===== src/rtl/cnn_pkg.sv =====
// Shared CNN datapath constants, the ofm_reader state encoding and a
// lane-select helper used wherever a packed OFM word is split into bytes.
package cnn_pkg;

   localparam int DATA_W = 8;
   localparam int LANES  = 4;
   localparam int WORD_W = LANES * DATA_W;
   localparam int IDX_W  = $clog2(LANES);

   typedef enum logic [1:0] {
      S_IDLE   = 2'd0,
      S_RUN    = 2'd1,
      S_FINISH = 2'd2
   } ofm_rd_state_t;

   // Lane 0 occupies the least significant byte of the packed word.
   function automatic logic [DATA_W-1:0] lane_sel(input logic [WORD_W-1:0] word,
                                                  input logic [IDX_W-1:0]  idx);
      lane_sel = word[idx*DATA_W +: DATA_W];
   endfunction

endpackage


===== src/rtl/word_unpacker.sv =====
// Holds the word currently being streamed and walks its byte lanes,
// lane 0 first, advancing one lane per accepted handshake.
module word_unpacker
   import cnn_pkg::*;
(
   input  logic              clk,
   input  logic              rst,
   input  logic              i_load,
   input  logic [WORD_W-1:0] i_word,
   input  logic              i_accept,
   output logic [DATA_W-1:0] o_byte,
   output logic              o_valid,
   output logic              o_last
);

   logic [WORD_W-1:0] r_cur;
   logic [IDX_W-1:0]  r_idx;
   logic              r_vld;

   // Current word, lane index and occupancy; a load always wins over a final-lane accept.
   always_ff @(posedge clk or negedge rst) begin
      if (!rst) begin
         r_cur <= '0;
         r_idx <= '0;
         r_vld <= 1'b0;
      end else if (i_load) begin
         r_cur <= i_word;
         r_idx <= '0;
         r_vld <= 1'b1;
      end else if (i_accept) begin
         r_idx <= r_idx + IDX_W'(1);
         if (r_idx == IDX_W'(LANES - 1)) begin
            r_vld <= 1'b0;
         end else begin
            r_vld <= r_vld;
         end
      end else begin
         r_vld <= r_vld;
      end
   end

   assign o_byte  = lane_sel(r_cur, r_idx);
   assign o_valid = r_vld;
   assign o_last  = (r_idx == IDX_W'(LANES - 1));

endmodule


===== src/rtl/ofm_reader.sv =====
// Drains packed OFM words from memory and streams them out byte by byte.
// A one-word prefetch slot keeps the stream gapless across word boundaries;
// when the stream register is empty the returning read bypasses the slot.
module ofm_reader
   import cnn_pkg::*;
#(
   parameter int ADDR_W = 8
) (
   input  logic              clk,
   input  logic              rst,
   input  logic              start,
   input  logic [ADDR_W-1:0] base_addr,
   input  logic [ADDR_W-1:0] word_cnt,
   output logic              rd_en,
   output logic [ADDR_W-1:0] rd_addr,
   input  logic [WORD_W-1:0] rd_data,
   output logic [DATA_W-1:0] out_data,
   output logic              out_valid,
   input  logic              out_ready,
   output logic              busy,
   output logic              done
);

   ofm_rd_state_t     r_state, w_state_nxt;
   logic [ADDR_W-1:0] r_base, r_cnt, r_issued, r_words_done, r_rd_addr;
   logic              r_rd_en, r_pend, r_nxt_vld, r_busy, r_done;
   logic [WORD_W-1:0] r_nxt;

   logic              w_valid, w_last, w_accept, w_last_acc, w_cur_free;
   logic              w_in_run, w_load, w_issue, w_start_go, w_start_rd, w_final;
   logic [WORD_W-1:0] w_load_word;

   assign w_in_run    = (r_state == S_RUN);
   assign w_start_go  = (r_state == S_IDLE) & start;
   assign w_start_rd  = w_start_go & (word_cnt != ADDR_W'(0));
   assign w_accept    = w_valid & out_ready;
   assign w_last_acc  = w_accept & w_last;
   assign w_cur_free  = ~w_valid | w_last_acc;
   // r_pend marks rd_data as holding the word requested last cycle.
   assign w_load      = w_in_run & w_cur_free & (r_nxt_vld | r_pend);
   assign w_load_word = r_nxt_vld ? r_nxt : rd_data;
   // One read in flight at most, and only into a slot that will be free on arrival.
   assign w_issue     = w_in_run & (r_issued < r_cnt) & ~r_rd_en & ~r_pend
                        & (~r_nxt_vld | w_load);
   assign w_final     = w_last_acc & (r_words_done == (r_cnt - ADDR_W'(1)));

   // Next-state decode for the transfer FSM.
   always_comb begin
      w_state_nxt = r_state;
      case (r_state)
         S_IDLE: begin
            if (start) begin
               if (word_cnt == ADDR_W'(0)) begin
                  w_state_nxt = S_FINISH;
               end else begin
                  w_state_nxt = S_RUN;
               end
            end else begin
               w_state_nxt = S_IDLE;
            end
         end
         S_RUN: begin
            if (w_final) begin
               w_state_nxt = S_FINISH;
            end else begin
               w_state_nxt = S_RUN;
            end
         end
         S_FINISH: w_state_nxt = S_IDLE;
         default:  w_state_nxt = S_IDLE;
      endcase
   end

   // FSM state register.
   always_ff @(posedge clk or negedge rst) begin
      if (!rst) begin
         r_state <= S_IDLE;
      end else begin
         r_state <= w_state_nxt;
      end
   end

   // Registered status and read-request outputs.
   always_ff @(posedge clk or negedge rst) begin
      if (!rst) begin
         r_busy    <= 1'b0;
         r_done    <= 1'b0;
         r_rd_en   <= 1'b0;
         r_rd_addr <= '0;
         r_pend    <= 1'b0;
      end else begin
         r_busy <= (w_state_nxt == S_RUN);
         r_done <= (w_state_nxt == S_FINISH);
         r_pend <= r_rd_en;
         if (w_start_rd) begin
            r_rd_en   <= 1'b1;
            r_rd_addr <= base_addr;
         end else if (w_issue) begin
            r_rd_en   <= 1'b1;
            r_rd_addr <= r_base + r_issued;
         end else begin
            r_rd_en   <= 1'b0;
         end
      end
   end

   // Transfer parameters plus issued-word and completed-word counters.
   always_ff @(posedge clk or negedge rst) begin
      if (!rst) begin
         r_base       <= '0;
         r_cnt        <= '0;
         r_issued     <= '0;
         r_words_done <= '0;
      end else if (w_start_go) begin
         r_base       <= base_addr;
         r_cnt        <= word_cnt;
         r_issued     <= w_start_rd ? ADDR_W'(1) : ADDR_W'(0);
         r_words_done <= '0;
      end else begin
         if (w_issue) begin
            r_issued <= r_issued + ADDR_W'(1);
         end else begin
            r_issued <= r_issued;
         end
         if (w_last_acc) begin
            r_words_done <= r_words_done + ADDR_W'(1);
         end else begin
            r_words_done <= r_words_done;
         end
      end
   end

   // Prefetch slot: captures returning data unless it goes straight to the stream register.
   always_ff @(posedge clk or negedge rst) begin
      if (!rst) begin
         r_nxt     <= '0;
         r_nxt_vld <= 1'b0;
      end else if (r_pend & ~(w_load & ~r_nxt_vld)) begin
         r_nxt     <= rd_data;
         r_nxt_vld <= 1'b1;
      end else if (w_load & r_nxt_vld) begin
         r_nxt_vld <= 1'b0;
      end else begin
         r_nxt_vld <= r_nxt_vld;
      end
   end

   word_unpacker u_unpack (
      .clk      (clk),
      .rst      (rst),
      .i_load   (w_load),
      .i_word   (w_load_word),
      .i_accept (w_accept),
      .o_byte   (out_data),
      .o_valid  (w_valid),
      .o_last   (w_last)
   );

   assign out_valid = w_valid;
   assign rd_en     = r_rd_en;
   assign rd_addr   = r_rd_addr;
   assign busy      = r_busy;
   assign done      = r_done;

endmodule


===== config.mk =====
export PLATFORM = sky130hd
export DESIGN_NAME = ofm_reader
export DESIGN_NICKNAME = d
export VERILOG_FILES = /design/src/rtl/cnn_pkg.sv /design/src/rtl/word_unpacker.sv /design/src/rtl/ofm_reader.sv
export SDC_FILE = /design/constraint.sdc
export NUM_CORES = 1
export LEC_CHECK = 0
export CAP_MARGIN = 25
export CORE_MARGIN = 5
export CORE_UTILIZATION = 50
export DETAILED_ROUTE_END_ITERATION = 6
export PLACE_DENSITY = 0.83
export SLEW_MARGIN = 5
export SYNTH_ARGS = -nofsm -noshare
export SYNTH_HDL_FRONTEND = slang
export SYNTH_SLANG_ARGS = --single-unit

===== constraint.sdc =====
create_clock -name clk -period 3.45 [get_ports clk]
set_input_delay 0.69 -clock clk [delete_from_list [all_inputs] [get_ports clk]]
set_output_delay 0.69 -clock clk [all_outputs]
set_load 0.03 [all_outputs]

==> results.json, run 1 <==
{
  "clkSlewWorstSetupHoldPaths_ns": 0.05,
  "diodes": 0,
  "htree_levels": 4,
  "finalSetupTns_ns": 0,
  "synth_edf_count": 0,
  "grt_pass1_wl_mm": 22.8,
  "hpwlAfterDp_mm": 9.01,
  "drtAntennaViolNets": 0,
  "max_stage_delay_ns": 0.70,
  "status": "finished clean",
  "synthDistinctLibCells": 45,
  "nFillCells": 796,
  "core_area_mm2": 0.0109,
  "slowest_stage": "dfrtp_1",
  "synth_area_mm2": 0.00561,
  "syn_area_per_cell_um2": 10.8,
  "start_util_pct": 51.3,
  "detail_route.iter0.violations": 271,
  "rsz0062_at_grt": "false",
  "synth_top_area_cell": "dfrtp_1",
  "drv_slew": 0,
  "insertion_delay_ns": 0.41,
  "wl_mm": 13.6,
  "report.final.setup_viol": 0,
  "cp_max_fo": 10,
  "syn_to_final_growth_pct": 26.5,
  "criticalPathCategory": "reg -> out",
  "rows": 38,
  "routedWlPerCell_um": 18.2,
  "yosys_warnings": 0,
  "cts_buffers": 17,
  "cp-end-kind": "primary output",
  "drc_errors": 0,
  "postCtsSetupRepairBufs": 0,
  "portBuffers": 71,
  "io_pins": 72,
  "path_depth": 2,
  "antenna_found_initial": 0,
  "ys.flop_type": "dfrtp_1",
  "netlist.area_leader.share_pct": 50.8,
  "power_density_mw_per_mm2": 896,
  "die_w_um": 116,
  "cts_resized": 0,
  "final.min_clock_period_ns": 3.00,
  "hold_violations": 0,
  "cts.path.max_buffers": 2,
  "dr.pass1.iters": 5,
  "fin_nets": 665,
  "yosysSeqAreaShare_pct": 50.8,
  "viasPerCell": 5.83,
  "gp_congestion": 0.858,
  "syn_nets": 592,
  "dp_cells": 715,
  "critical-path-top-delay-family": "flip-flops",
  "layout-drive-gt1-share_pct": 13.9,
  "start_kind": "flop",
  "ff2ff_path_depth": 6,
  "clock_sinks": 114,
  "slew-limit-headroom_pct": 54.6,
  "grt_pass1_vias": 4565,
  "max_freq_ghz": 0.333,
  "synthTopCellsByArea": "dfrtp_1 (51%), mux2_2 (6.4%), mux2i_1 (5.9%)",
  "cp.arrival_ns": 2.31,
  "p_leak_nw": 3.22,
  "hold_class": "in -> async",
  "dieHeight_um": 116,
  "vias": 4350,
  "async_flop_share_pct": 100,
  "worstPathRequired_ns": 2.76,
  "cts_tree": "done",
  "tightest_slew_ns": 0.664,
  "dieArea_mm2": 0.0134,
  "fin_cells": 746,
  "cts_root_buf": "clkbuf_16",
  "syn_inst": 521,
  "synth_seq_cells": 114,
  "irDropWorstVdd_mv": 0.585,
  "clock_skew_ns": 0.00816,
  "critPathBufInv": 1,
  "hold_buffers": 0,
  "grt_remaining_overflow": 0,
  "layout_worst_path_cycle_share_pct": 87.0,
  "cap_viol_max_count": 0,
  "cp_cell_sequence": "mux4_2 > clkdlybuf4s50_1",
  "grt_start_max_net_pins": 90,
  "gr-usage-all-layers_pct": 21.7
}
==> layout make-up <==
cell class	count	area, um^2	share of cell area (%)
repair buffers	78	773	10.9
flip-flops and latches	114	2850	40.2
well taps	140	175	2.47
clock buffers	22	474	6.68
clock inverters	9	154	2.17
multi-input cells	367	2610	36.8
inverters	16	60.1	0.846
==> state kept, by name, indices dropped and copies added, names as in the netlist, 2 cells and up <==
name / count
r_base: 8
r_cnt: 8
r_issued: 8
r_nxt: 32
r_state: 2
r_words_done: 8
rd_addr: 8
u_unpack.r_cur: 32
u_unpack.r_idx: 2
==> stage by stage <==
| step | area (um^2) | util (%) | hold slack (ns) | total power, mW | setup WS [ns] |
|---|---|---|---|---|---|
| after floorplan | 5610 | - | 0.394 | 3.72 | 1.29 |
| after detailed placement | 6470 | 59.2 | 0.441 | 4.47 | 0.677 |
| after global placement | 6470 | 59.2 | 0.458 | 4.33 | 0.764 |
| after CTS | 7100 | 64.9 | 0.191 | 6.38 | 0.404 |
| final | 7100 | 64.9 | 0.186 | 6.36 | 0.450 |
| after global routing | 7100 | 64.9 | 0.214 | 6.71 | 0.312 |
==> path summary, 6_finish.rpt <==
path                                   startpoint              end  slack, ns
max in group asynchronous                     rst        r_nxt_vld       2.46
worst max-delay path            u_unpack.r_idx[0]      out_data[4]       0.45
worst min register to register              rd_en           r_pend       0.45
worst min-delay path                          rst  r_words_done[6]       0.19
worst max register to register  u_unpack.r_idx[0]             done       0.79
min in group clk                            rd_en           r_pend       0.45
==> worst reg2reg max path: stages, from the launching register on <==
cell       delay (ns)
dfrtp_1          0.70
ha_1             0.26
and3_1           0.32
o211ai_1         0.13
a2111oi_0        0.63
nand4_1          0.23
a21oi_1          0.28
==> synth_stat cells (all sizes together), types with 2 or more instances <==
| library cell | instances |
|---|---|
| nand3b | 3 |
| o22ai | 3 |
| inv | 16 |
| a2111oi | 2 |
| mux2i | 33 |
| mux4 | 8 |
| mux2 | 32 |
| ha | 18 |
| o21ai | 21 |
| nor2b | 2 |
| nor2 | 59 |
| nor3 | 8 |
| nand2b | 4 |
| o31ai | 4 |
| a21oi | 47 |
| a31oi | 2 |
| nand3 | 11 |
| a21bo | 2 |
| buf | 12 |
| or4 | 4 |
| dfrtp | 114 |
| nand2 | 46 |
| nand4 | 5 |
| and2 | 3 |
| a221o | 4 |
| o211ai | 5 |
| xnor2 | 14 |
| a21o | 4 |
| xor2 | 9 |
| clkbuf | 12 |
| and3 | 5 |
==> cell usage in the layout, fill, tap and decap left out, types with 3 or more instances in the layout <==
cell	synthesis	layout
ha_1	18	18
clkbuf_8	0	3
mux4_2	8	8
o21ai_0	19	19
a21o_1	4	4
bufinv_16	0	4
nor2_1	59	58
or4_1	4	4
clkbuf_16	0	17
dfrtp_1	114	113
a21oi_1	46	46
mux2i_1	33	33
nand3b_1	3	3
and3_1	5	5
inv_1	16	16
buf_4	1	7
clkdlybuf4s50_1	0	70
a221o_1	4	4
o211ai_1	5	5
nand4_1	5	5
xor2_1	9	9
mux2_2	32	32
xnor2_1	14	14
nor3_1	8	8
nand2_1	46	46
nand2b_1	4	4
o31ai_1	4	4
and2_1	3	3
nand3_1	11	11
o22ai_1	3	3
==> layer usage <==
| layer | vias to the layer above | GRT usage (%) | part of all wire [%] |
|---|---|---|---|
| li1 | 1999 | - | - |
| met1 | 2155 | 28.8 | 43 |
| met2 | 158 | 34.3 | 48 |
| met3 | 38 | 5.64 | 6.0 |
| met4 | 0 | 8.35 | 2.7 |
| met5 | - | 0 | 0 |
==> where the power goes <==
| part | internal, mW | leakage, nW | switching [mW] |
|---|---|---|---|
| clock | 1.26 | 0.302 | 0.606 |
| combinational | 1.08 | 1.59 | 1.16 |
| sequential | 1.85 | 1.34 | 0.411 |
==> cells by family (layout without fill, tap and decap cells) <==
group | Yosys count | count (layout) | synth area share, %
AO/OA/AOI/OAI | 98 | 98 | 10.5
XOR/XNOR | 23 | 23 | 3.59
adder cells (fa/ha/maj) | 19 | 19 | 4.37
buffers and inverters | 40 | 125 | 2.90
flip-flops | 114 | 114 | 50.8
multiplexers | 73 | 73 | 15.5
AND/OR/NAND/NOR | 154 | 154 | 12.3
No activity file was read; power rests on OpenSTA's default activity.
==> run 2, diff against run 1 <==
CORE_UTILIZATION = 56   (was 50)
PLACE_DENSITY = 0.91   (was 0.83)
SLEW_MARGIN = 15   (was 5)
==> run 2 against run 1 <==
Effect of this change: clock-buffer cell count rose by 2; sequential share of layout area rose by 0.45 points; first-iteration DRC count rose by 17%.
==> results.json, run 2 (synthesis gave the netlist of run 1 again) <==
{
  "status": "finished clean",
  "criticalPathCategory": "reg -> out",
  "io_pins": 72,
  "antenna_found_initial": 0,
  "place_ws_ns": 0.648,
  "p_leak_nw": 3.20,
  "cp-end-kind": "primary output",
  "irDropWorstVdd_mv": 0.469,
  "grt_pass1_wl_mm": 23.7,
  "grt_start_max_net_pins": 67,
  "core_area_mm2": 0.00977,
  "layout_commonest_cell": "dfrtp_1",
  "rrSetupSlack_ns": 0.80,
  "clock_sinks": 114,
  "grt_pass1_vias": 4681,
  "detail_route.iter0.violations": 318,
  "wl_mm": 14.5,
  "max_freq_ghz": 0.318,
  "report.final.setup_viol": 0,
  "reg2reg_from": "u_unpack.r_idx[0]",
  "htree_levels": 4,
  "start_kind": "flop",
  "final_cell_mix": "dfrtp_1 (113), clkdlybuf4s50_1 (70), nor2_1 (58)",
  "portBuffers": 71,
  "cts_buffers": 17,
  "hold_violations": 0,
  "cp_max_fo": 10,
  "finalSetupTns_ns": 0,
  "drv_slew": 0,
  "start_util_pct": 57.4,
  "dr.pass1.iters": 5,
  "diodes": 0,
  "fin_nets": 664,
  "slew-limit-headroom_pct": 51.7,
  "insertion_delay_ns": 0.52,
  "cp.arrival_ns": 2.45,
  "cap_viol_max_count": 0,
  "cts_root_buf": "clkbuf_8",
  "cts_resized": 0,
  "cts_tree": "done",
  "gr-usage-all-layers_pct": 25.8,
  "hold_class": "in -> async",
  "post-route-util_pct": 71.8,
  "ff2ff_path_depth": 6,
  "drtAntennaViolNets": 0,
  "drc_errors": 0,
  "routedWlPerCell_um": 19.7,
  "hpwlAfterDp_mm": 9.46,
  "tightest_slew_ns": 0.724,
  "dieHeight_um": 110,
  "biggestRegsByFlops": "r_nxt (32), u_unpack.r_cur (32)",
  "layout_worst_path_cycle_share_pct": 91.0,
  "worst_slack_ns": 0.310,
  "postCtsSetupRepairBufs": 0,
  "gp_congestion": 0.913,
  "final.min_clock_period_ns": 3.14,
  "grt_remaining_overflow": 0,
  "layout-drive-gt1-share_pct": 13.1,
  "clock_skew_ns": 0.00938,
  "hold_buffers": 0,
  "rsz0062_at_grt": "false",
  "syn_to_final_growth_pct": 25.1,
  "cts.path.max_buffers": 2,
  "worstPathRequired_ns": 2.76,
  "die_w_um": 110,
  "fin_total_pwr_mw": 6.24,
  "rows": 36,
  "clkSlewWorstSetupHoldPaths_ns": 0.05,
  "viasPerCell": 6.04,
  "power_density_mw_per_mm2": 888,
  "rr_endpoint": "busy",
  "dieArea_mm2": 0.0121,
  "whs_ns": 0.213,
  "vias": 4450
}
-- run 2: cell types whose count changed in the layout (fill, tap and decap cells not counted) --
cell / previous run / this run
clkbuf_16: 17 / 16
clkinv_2: 2 / 3
clkinv_4: 1 / 0
clkinvlp_4: 2 / 0
bufinv_16: 4 / 3
clkbuf_1: 2 / 5
buf_4: 7 / 6
-- run 2: report_power, final --
group	switching (mW)	total, mW	leakage, nW	internal (mW)
logic	1.18	2.26	1.58	1.08
registers	0.440	2.29	1.34	1.85
clock network	0.572	1.70	0.279	1.13
total	2.19	6.24	3.20	4.05
-- run 2: layer usage --
layer	global-route usage, %	part of all wire (%)	vias to the layer above	wire [um]
li1	-	-	1997	-
met1	32.6	40	2204	5810
met2	41.2	50	200	7260
met3	7.63	7.1	49	1030
met4	11.8	3.1	0	444
met5	0	0	-	0
-- run 2: worst max-delay path by stage --
stage	slack, ns	start	endpoint
2_1_floorplan	1.29	u_unpack.r_idx[0]	out_data[0]
3_3_place_gp	0.77	out_ready	r_issued[7]
3_5_place_dp	0.65	out_ready	rd_addr[6]
4_1_cts	0.28	u_unpack.r_idx[0]	out_data[0]
5_1_grt	0.17	u_unpack.r_idx[0]	out_data[0]
6_report	0.31	u_unpack.r_idx[0]	out_data[0]
-- run 2: metrics by stage --
stage                     instance area [um^2]  instances
after floorplan                           5610        521
after global placement                    6460        707
after detailed placement                  6460        707
after CTS                                 7020        737
after global routing                      7020        737
final                                     7020        737
-- run 2: worst max-delay path, stage by stage, from the launching register on --
cell,delay [ns]
dfrtp_1,0.70
mux4_2,0.61
clkdlybuf4s50_1,0.61
-- run 2: layout make-up --
type,instances,area (um^2)
clock inverters,6,105
clock buffers,24,460
multi-input cells,367,2610
well taps,133,166
flip-flops and latches,114,2850
inverters,16,60.1
repair buffers,77,766
fillers,618,2750
==> run 3, diff against run 2 <==
REMOVE_ABC_BUFFERS = 1   (was unset)
==> run 3 against run 2 <==
Effect of this change: die area unchanged; register-to-register slack improved by 0.05 ns; critical path depth is the same; power down 3.1%; global-route usage shrank 2.8 points; final area about the same; critical path type unchanged.
==> results.json, run 3 (synthesis gave the netlist of run 1 again) <==
{
  "core_area_mm2": 0.00977,
  "layout-drive-gt1-share_pct": 13.4,
  "antenna_found_initial": 0,
  "p_int_mw": 3.96,
  "seq_power_share_pct": 37.1,
  "slew-limit-headroom_pct": 50.4,
  "criticalPathCategory": "reg -> out",
  "cts_buffers": 17,
  "gr-usage-all-layers_pct": 23.0,
  "finalSetupTns_ns": 0,
  "power_frac_clock_pct": 26.0,
  "max_freq_ghz": 0.314,
  "clkSlewWorstSetupHoldPaths_ns": 0.05,
  "insertion_delay_ns": 0.52,
  "diodes": 0,
  "wl_mm": 13.1,
  "cp_max_fo": 10,
  "dieArea_mm2": 0.0121,
  "gp_congestion": 0.833,
  "layout_commonest_cell": "dfrtp_1",
  "cp-end-kind": "primary output",
  "cts_resized": 0,
  "hold_violations": 0,
  "routedWlPerCell_um": 17.7,
  "cp_cell_sequence": "mux4_2 > clkdlybuf4s50_1",
  "grt_start_max_net_pins": 60,
  "whs_ns": 0.235,
  "clock_skew_ns": 0.00908,
  "detail_route.iter0.violations": 293,
  "start_util_pct": 57.4,
  "dp_cells": 707,
  "tightest_slew_ns": 0.743,
  "cts_tree": "done",
  "post-route-util_pct": 71.9,
  "report.final.setup_viol": 0,
  "irDropWorstVdd_mv": 0.381,
  "cap_viol_max_count": 0,
  "final_cell_mix": "dfrtp_1 (113), clkdlybuf4s50_1 (70), nor2_1 (58)",
  "max_stage_delay_ns": 0.76,
  "grt_pass1_vias": 4425,
  "swShare_pct": 34.5,
  "p_switching_mw": 2.09,
  "vias": 4288,
  "syn_to_final_growth_pct": 25.1,
  "clock_sinks": 114,
  "io_pins": 72,
  "nFillCells": 687,
  "viasPerCell": 5.82,
  "drtAntennaViolNets": 0,
  "start_kind": "flop",
  "htree_levels": 4,
  "fin_nets": 664,
  "portBuffers": 71,
  "fin_cells": 737,
  "power_density_mw_per_mm2": 860,
  "p_leak_nw": 3.20,
  "biggestRegsByFlops": "r_nxt (32), u_unpack.r_cur (32)",
  "combPwrFrac_pct": 36.8,
  "worst_slack_ns": 0.269,
  "grt_pass1_wl_mm": 21.3,
  "worstPathRequired_ns": 2.76,
  "status": "finished clean",
  "dieHeight_um": 110,
  "grt_remaining_overflow": 0,
  "slowest_stage": "dfrtp_1",
  "drc_errors": 0,
  "rsz0062_at_grt": "false",
  "hpwlAfterDp_mm": 8.76,
  "place_ws_ns": 0.692,
  "cts_root_buf": "clkbuf_8",
  "hold_class": "in -> async",
  "cp.arrival_ns": 2.49,
  "drv_slew": 0,
  "final.min_clock_period_ns": 3.18,
  "postCtsSetupRepairBufs": 0,
  "rows": 36,
  "layout_worst_path_cycle_share_pct": 92.2,
  "dr.pass1.iters": 5,
  "cts.path.max_buffers": 2,
  "hold_buffers": 0,
  "die_w_um": 110
}
[run 3: critical path: cells and delay by family (launching register included)]
family	cells	cell delay (ns)
DFF	1	0.76
buffers and inverters	1	0.62
muxes	1	0.60
[run 3: per-stage QoR]
stage | cell area (um^2) | power, mW
5_1_grt | 7020 | 6.39
4_1_cts | 7020 | 6.08
3_3_place_gp | 6490 | 4.31
3_5_place_dp | 6490 | 4.46
6_report | 7020 | 6.04
2_1_floorplan | 5510 | 3.70
[run 3: final timing paths]
path                                   start          end  slack (ns)  cells after the start
max                        u_unpack.r_idx[0]  out_data[6]        0.27                      2
min reg2reg                            rd_en       r_pend        0.43                      0
max in group asynchronous                rst    r_nxt_vld        2.42                      2
min in group clk                       rd_en       r_pend        0.43                      0
min                                      rst    r_nxt[14]        0.23                      1
max reg2reg                u_unpack.r_idx[0]  r_issued[7]        0.85                      7
[run 3: power groups by stage]
stage	combinational [mW]	sequential (mW)	clock, mW
2_1_floorplan	1.44	2.25	0
3_3_place_gp	2.11	2.20	0
3_5_place_dp	2.21	2.25	0
4_1_cts	2.25	2.24	1.59
5_1_grt	2.42	2.30	1.67
6_report	2.23	2.25	1.57
[run 3: routing by layer]
| layer | vias to the layer above | wire [um] | GRT usage (%) |
|---|---|---|---|
| li1 | 1992 | - | - |
| met1 | 2092 | 5180 | 27.7 |
| met3 | 32 | 833 | 6.76 |
| met5 | - | 0 | 0 |
| met4 | 0 | 278 | 8.62 |
| met2 | 172 | 6780 | 39.2 |
[run 3: area by class of cell]
type	instances	area, um^2	area share, %
sequential	114	2850	40.6
multi-input combinational	367	2620	37.3
timing repair buffer	77	791	11.3
clock buffer	24	480	6.84
tap	133	166	2.37
inverter	16	60.1	0.855
clock inverter	6	55.1	0.784
